===== src/rtl/menu_input_controller_if.sv =====
`default_nettype none
// ============================================================================
// Module      : menu_input_controller_if
// Description : Key inputs and display/increment outputs of the menu input
//               controller, bundled with master (key source) and slave
//               (controller) views.
// Revision    : 1.0 - initial release
// ============================================================================
interface menu_input_controller_if;
  logic       key_mode;     // raw, active-low
  logic       key_edit;     // raw, active-low
  logic       key_inc;      // raw, active-low
  logic [7:0] selector;
  logic       increment;
  logic       edit_active;

  modport master (
    output key_mode, key_edit, key_inc,
    input  selector, increment, edit_active
  );

  modport slave (
    input  key_mode, key_edit, key_inc,
    output selector, increment, edit_active
  );
endinterface
`default_nettype wire


===== src/rtl/menu_input_controller.sv =====
`default_nettype none
// ============================================================================
// Module      : menu_input_controller
// Description : Synchronizes and debounces three active-low pushbuttons and
//               turns their press events into a display selector code and
//               single-cycle increment pulses (VIEW/EDIT menu FSM).
//               Optional macro MENU_AUTOREPEAT_EN adds auto-repeat on a held
//               increment key while editing.
// Revision    : 1.0 - initial release
// ============================================================================
module menu_input_controller #(
  parameter int DEBOUNCE_CYCLES = 500000,
  parameter int REPEAT_DELAY    = 25000000,
  parameter int REPEAT_RATE     = 5000000
) (
  input  wire logic clk,
  input  wire logic rst_n,
  menu_input_controller_if.slave bus
);

  localparam int CW = $clog2(DEBOUNCE_CYCLES + 1);

  // key index 0 = mode, 1 = edit, 2 = inc
  logic [2:0] raw_keys;
  logic [2:0] deb_lvl;   // debounced level, 1 = released
  logic [2:0] deb_dly;   // debounced level one cycle earlier
  logic [2:0] press;     // debounced high-to-low transition

  assign raw_keys = {bus.key_inc, bus.key_edit, bus.key_mode};

  generate
    for (genvar i = 0; i < 3; i++) begin : g_key
      logic          sync1;
      logic          sync2;
      logic          level;
      logic [CW-1:0] cnt;

      // Two-flop synchronizer followed by a consecutive-sample debouncer
      always_ff @(posedge clk or negedge rst_n) begin
        if (!rst_n) begin
          sync1 <= 1'b1;
          sync2 <= 1'b1;
          level <= 1'b1;
          cnt   <= '0;
        end else begin
          sync1 <= raw_keys[i];
          sync2 <= sync1;
          if (sync2 != level) begin
            if (cnt == CW'(DEBOUNCE_CYCLES - 1)) begin
              level <= sync2;
              cnt   <= '0;
            end else begin
              cnt <= cnt + CW'(1);
            end
          end else begin
            cnt <= '0;
          end
        end
      end

      assign deb_lvl[i] = level;
    end
  endgenerate

  // Delay debounced levels by one cycle for edge detection
  always_ff @(posedge clk or negedge rst_n) begin
    if (!rst_n) deb_dly <= 3'b111;
    else        deb_dly <= deb_lvl;
  end

  assign press = deb_dly & ~deb_lvl;

  typedef enum logic [0:0] {VIEW = 1'b0, EDIT = 1'b1} state_t;

  state_t     state, state_nx;
  logic [7:0] sel, sel_nx;
  logic       inc, inc_nx;
  logic       edit_act, edit_act_nx;

`ifdef MENU_AUTOREPEAT_EN
  localparam int REP_MAX = (REPEAT_DELAY > REPEAT_RATE) ? REPEAT_DELAY : REPEAT_RATE;
  localparam int RW      = $clog2(REP_MAX + 1);

  logic          rep_on, rep_on_nx;
  logic          rep_first, rep_first_nx;
  logic [RW-1:0] rep_cnt, rep_cnt_nx;

  // Auto-repeat timing state
  always_ff @(posedge clk or negedge rst_n) begin
    if (!rst_n) begin
      rep_on    <= 1'b0;
      rep_first <= 1'b0;
      rep_cnt   <= '0;
    end else begin
      rep_on    <= rep_on_nx;
      rep_first <= rep_first_nx;
      rep_cnt   <= rep_cnt_nx;
    end
  end
`endif

  // Menu state and registered outputs
  always_ff @(posedge clk or negedge rst_n) begin
    if (!rst_n) begin
      state    <= VIEW;
      sel      <= 8'd0;
      inc      <= 1'b0;
      edit_act <= 1'b0;
    end else begin
      state    <= state_nx;
      sel      <= sel_nx;
      inc      <= inc_nx;
      edit_act <= edit_act_nx;
    end
  end

  // Next-state logic: an edit press always wins and swallows other presses
  always_comb begin
    state_nx = state;
    sel_nx   = sel;
    inc_nx   = 1'b0;
`ifdef MENU_AUTOREPEAT_EN
    rep_on_nx    = 1'b0;
    rep_first_nx = rep_first;
    rep_cnt_nx   = rep_cnt;
`endif
    case (state)
      VIEW: begin
        if (press[1]) begin
          if (sel == 8'd4) begin
            state_nx = EDIT;
            sel_nx   = 8'd20;
          end else if (sel == 8'd5) begin
            state_nx = EDIT;
            sel_nx   = 8'd21;
          end
        end else if (press[0]) begin
          sel_nx = {5'd0, sel[2:0] + 3'd1};
        end
      end
      EDIT: begin
        if (press[1]) begin
          state_nx = VIEW;
          sel_nx   = (sel == 8'd20) ? 8'd4 : 8'd5;
        end else if (press[2]) begin
          inc_nx = 1'b1;
`ifdef MENU_AUTOREPEAT_EN
          rep_on_nx    = 1'b1;
          rep_first_nx = 1'b1;
          rep_cnt_nx   = '0;
`endif
        end
`ifdef MENU_AUTOREPEAT_EN
        else if (rep_on && !deb_lvl[2]) begin
          rep_on_nx = 1'b1;
          if ((rep_first  && rep_cnt == RW'(REPEAT_DELAY - 1)) ||
              (!rep_first && rep_cnt == RW'(REPEAT_RATE - 1))) begin
            inc_nx       = 1'b1;
            rep_first_nx = 1'b0;
            rep_cnt_nx   = '0;
          end else begin
            rep_cnt_nx = rep_cnt + RW'(1);
          end
        end
`endif
      end
      default: begin
        state_nx = VIEW;
        sel_nx   = 8'd0;
      end
    endcase
    edit_act_nx = (state_nx == EDIT);
  end

  assign bus.selector    = sel;
  assign bus.increment   = inc;
  assign bus.edit_active = edit_act;

endmodule
`default_nettype wire


===== src/flat_wrapper.sv =====
// flat-port wrapper written by rule: the top's interface ports become plain ports
module menu_input_controller_flat 
#(
  parameter int DEBOUNCE_CYCLES = 500000,
  parameter int REPEAT_DELAY    = 25000000,
  parameter int REPEAT_RATE     = 5000000
)
  (clk, rst_n, bus_key_mode, bus_key_edit, bus_key_inc, bus_selector, bus_increment, bus_edit_active);
  menu_input_controller_if bus_i ();
  input  wire logic clk;
  input  wire logic rst_n;
  input wire logic [$bits(bus_i.key_mode)-1:0] bus_key_mode;
  input wire logic [$bits(bus_i.key_edit)-1:0] bus_key_edit;
  input wire logic [$bits(bus_i.key_inc)-1:0] bus_key_inc;
  output wire logic [$bits(bus_i.selector)-1:0] bus_selector;
  output wire logic [$bits(bus_i.increment)-1:0] bus_increment;
  output wire logic [$bits(bus_i.edit_active)-1:0] bus_edit_active;
  assign bus_i.key_mode = bus_key_mode;
  assign bus_i.key_edit = bus_key_edit;
  assign bus_i.key_inc = bus_key_inc;
  assign bus_selector = bus_i.selector;
  assign bus_increment = bus_i.increment;
  assign bus_edit_active = bus_i.edit_active;
  menu_input_controller #(.DEBOUNCE_CYCLES(DEBOUNCE_CYCLES), .REPEAT_DELAY(REPEAT_DELAY), .REPEAT_RATE(REPEAT_RATE)) u_core (.clk(clk), .rst_n(rst_n), .bus(bus_i));
endmodule

===== config.mk =====
export PLATFORM = sky130hd
export DESIGN_NAME = menu_input_controller_flat
export DESIGN_NICKNAME = d
export VERILOG_FILES = /design/src/rtl/menu_input_controller_if.sv /design/src/rtl/menu_input_controller.sv /design/src/flat_wrapper.sv
export SDC_FILE = /design/constraint.sdc
export NUM_CORES = 1
export LEC_CHECK = 0
export ABC_AREA = 1
export BUFFER_PORTS_ARGS = -buffer_cell sky130_fd_sc_hd__clkbuf_2
export CORE_MARGIN = 1.5
export CORE_UTILIZATION = 40
export DETAILED_ROUTE_END_ITERATION = 6
export GPL_TIMING_DRIVEN = 0
export SYNTH_ARGS = -nofsm -noshare
export SYNTH_HDL_FRONTEND = slang
export SYNTH_SLANG_ARGS = --single-unit

===== constraint.sdc =====
create_clock -name clk -period 1.6 [get_ports clk]
set_input_delay 0.24 -clock clk [delete_from_list [all_inputs] [get_ports clk]]
set_output_delay 0.24 -clock clk [all_outputs]
set_load 0.03 [all_outputs]

==> flow_summary.json <==
{
  "run_status": "complete, no violations",
  "worstSkewPairLatency_ps": 360,
  "synth_flop_cell": "dfrtp_1",
  "post_cts_buffers": 0,
  "io_buffers": 10,
  "post_dp_cell_area_um2": 4260,
  "grt_util_met3_pct": 2.98,
  "grt_overflow": 0,
  "synth_enable_flop_cells": 0,
  "hpwlAfterDp_mm": 5.67,
  "die_w_um": 103,
  "critPathMaxFanout": 6,
  "gr-usage-met2_pct": 27.5,
  "fin_setup_tns_ps": 0,
  "wire_per_inst_um": 11.0,
  "cp.required_ps": 1850,
  "rows": 36,
  "path_clk_slew_ps": 90,
  "fin_nets": 563,
  "cts_tree": "done",
  "firstDrtPassIters": 5,
  "ys_seq_area_share_pct": 47.3,
  "grt_pass1_wl_mm": 13.7,
  "numCtsBuffers": 9,
  "drt_iter0_drc": 91,
  "ys.warnings.count": 0,
  "postSynthAreaPerCell_um2": 7.65,
  "hold_viol_final": 0,
  "pre_cts_slack_ps": 6.77,
  "ir_drop_mv": 0.390,
  "io_pins": 15,
  "cpPeakStageDelay_ps": 440,
  "die_height_um": 103,
  "cts.sinks": 75,
  "hold_ws_ps": 347,
  "grt_max_degree": 55,
  "htree_num_levels": 3,
  "finalInstanceArea_um2": 4520,
  "area_growth_pct": 12.8,
  "path_class": "reg -> reg",
  "min_period_ps": 1440,
  "skew_ps": 10.7,
  "fillers": 994,
  "rsz0062_at_grt": "false",
  "p_leak_nw": 1.96,
  "layout-drive-gt1-share_pct": 14.4,
  "start_util_pct": 41.1,
  "max_freq_mhz": 697,
  "synthesis.instances": 523,
  "endpoint_kind": "flop",
  "wl_mm": 7.62,
  "mostFrequentLayoutCells": "nor2_1, nand2_1, dfrtp_1",
  "hp-class": "in -> async",
  "slew_viol_final": 0,
  "top_usage_layer": "met2",
  "grt_pass1_vias": 3118,
  "grt_use_total_pct": 16.7,
  "finalWorstSetupSlack_ps": 164,
  "ys_types": 27,
  "vias": 3173,
  "drtAntennaViolNets": 0,
  "final_common_cell": "nor2_1",
  "cp_slowest_cell": "dfrtp_1",
  "cap_violations": 0,
  "antenna_found_initial": 0,
  "syn_area_um2": 4000,
  "cp-start-kind": "flop",
  "gp_congestion": 0.895,
  "ctsLongestPathBuffers": 2,
  "crit_top_cell": "nand2_1",
  "grt_util_met1_pct": 20.9,
  "core_um2": 9730,
  "slew_headroom_pct": 61.2,
  "worstPathArrival_ps": 1690,
  "routed_via_density": 4.60,
  "fin_crit_sh_pct": 89.7,
  "setup_viol": 0,
  "p_per_area_nw_per_um2": 751,
  "synthArstFlopShare_pct": 100,
  "cts_root_buf": "clkbuf_8",
  "fp.dieArea_um2": 10600,
  "route.detailed.drc": 0,
  "synth-seq-cells": 75,
  "n_antenna_cell": 0,
  "cp_cell_sequence": "inv_1 -> ha_1 -> o21ai_0 -> nand2_1 -> nand2_2 -> inv_1 -> nand2_1 -> nand2_1",
  "worst_pin_slew_ps": 579
}
## registers in the layout, indices dropped and copies added, names as in the netlist
signal                flops
u_core.g_key.sync2        3
u_core.g_key.level        3
u_core.state              1
u_core.bus.increment      1
u_core.g_key.sync1        3
u_core.deb_dly            3
u_core.g_key.cnt         57
u_core.bus.selector       4
## cells by family after synthesis
logic type	Yosys count	synth area share, %
and+or+nand+nor	320	34.4
xor gates and xnor gates	25	5.85
DFF	75	47.3
AOI/OAI and AO/OA	28	3.75
adders and majority gates	6	1.88
buffers and inverters	68	6.75
other	1	0.0937
## what timing repair did
| item | CTS | global route |
|---|---|---|
| setup endpoints to repair | 0 | 27 |
| resized for setup | 0 | 11 |
| hold buffers | 4 | 0 |
| endpoints found under the hold margin | 21 | 0 |
## cells in the mapped netlist (7+ instances only)
library cell,number,area (um2)
a21oi_1,10,50.1
nor2_2,11,68.8
o21ai_0,13,65.1
nand2_1,108,405
xnor2_1,7,61.3
dfstp_2,12,315
dfrtp_1,63,1580
inv_1,61,229
xor2_1,16,140
nor2_1,127,477
nand2_2,9,56.3
nand3_1,45,225
## stage by stage
| step | utilization [%] | std cells | total power [W] |
|---|---|---|---|
| global route | 46.4 | 690 | 0.00357 |
| finish | 46.4 | 690 | 0.00339 |
| global placement | 43.5 | 669 | 0.00211 |
| floorplan | - | 526 | 0.00205 |
| detailed placement | 43.8 | 670 | 0.00212 |
| CTS | 45.9 | 690 | 0.00346 |
## area by class of cell
type	instances	area [um2]	area share [%]
Clock buffer	10	128	2.83
Multi-Input combinational cell	383	1890	42.0
Buffer	4	30.0	0.665
Tap cell	133	166	3.69
Sequential cell	75	1890	41.9
Clock inverter	6	42.5	0.942
Timing Repair Buffer	15	120	2.66
Inverter	64	243	5.38
## worst max-delay path, delay by kind of cell (launching register included)
| kind | cells | cell delay (ps) |
|---|---|---|
| flops | 1 | 440 |
| simple gates | 4 | 330 |
| fa+ha+maj | 1 | 220 |
| compound gates | 1 | 170 |
| buf+inv | 2 | 170 |
## routing by layer
metal / part of all wire, % / vias up / wire length (um)
met5: 0 / - / 0
met2: 46 / 36 / 3530
met1: 49 / 1464 / 3730
met3: 2.5 / 13 / 194
li1: - / 1660 / -
met4: 2.2 / 0 / 169
## power by group
group | internal [W] | switching (W)
logic | 0.0000492 | 0.000100
registers | 0.00193 | 0.0000180
clock network | 0.000565 | 0.000732
## path summary, 6_finish.rpt
| kind | start | to | slack (ps) | depth (start not counted) |
|---|---|---|---|---|
| worst min-delay path | rst_n | u_core.g_key[0].cnt[7]$_DFF_PN0_ | 350 | 2 |
| worst min register to register | u_core.g_key[0].sync1$_DFF_PN1_ | u_core.g_key[0].sync2$_DFF_PN1_ | 360 | 0 |
| worst max register to register | u_core.bus.selector[0]$_DFFE_PN0P_ | u_core.bus.selector[4]$_DFFE_PN0P_ | 160 | 8 |
| min in group clk | u_core.g_key[0].sync1$_DFF_PN1_ | u_core.g_key[0].sync2$_DFF_PN1_ | 360 | 0 |
| worst max-delay path | u_core.bus.selector[0]$_DFFE_PN0P_ | u_core.bus.selector[4]$_DFFE_PN0P_ | 160 | 8 |
| max in group asynchronous | rst_n | u_core.g_key[1].sync1$_DFF_PN1_ | 630 | 3 |
(Power assumes the default switching activity.)
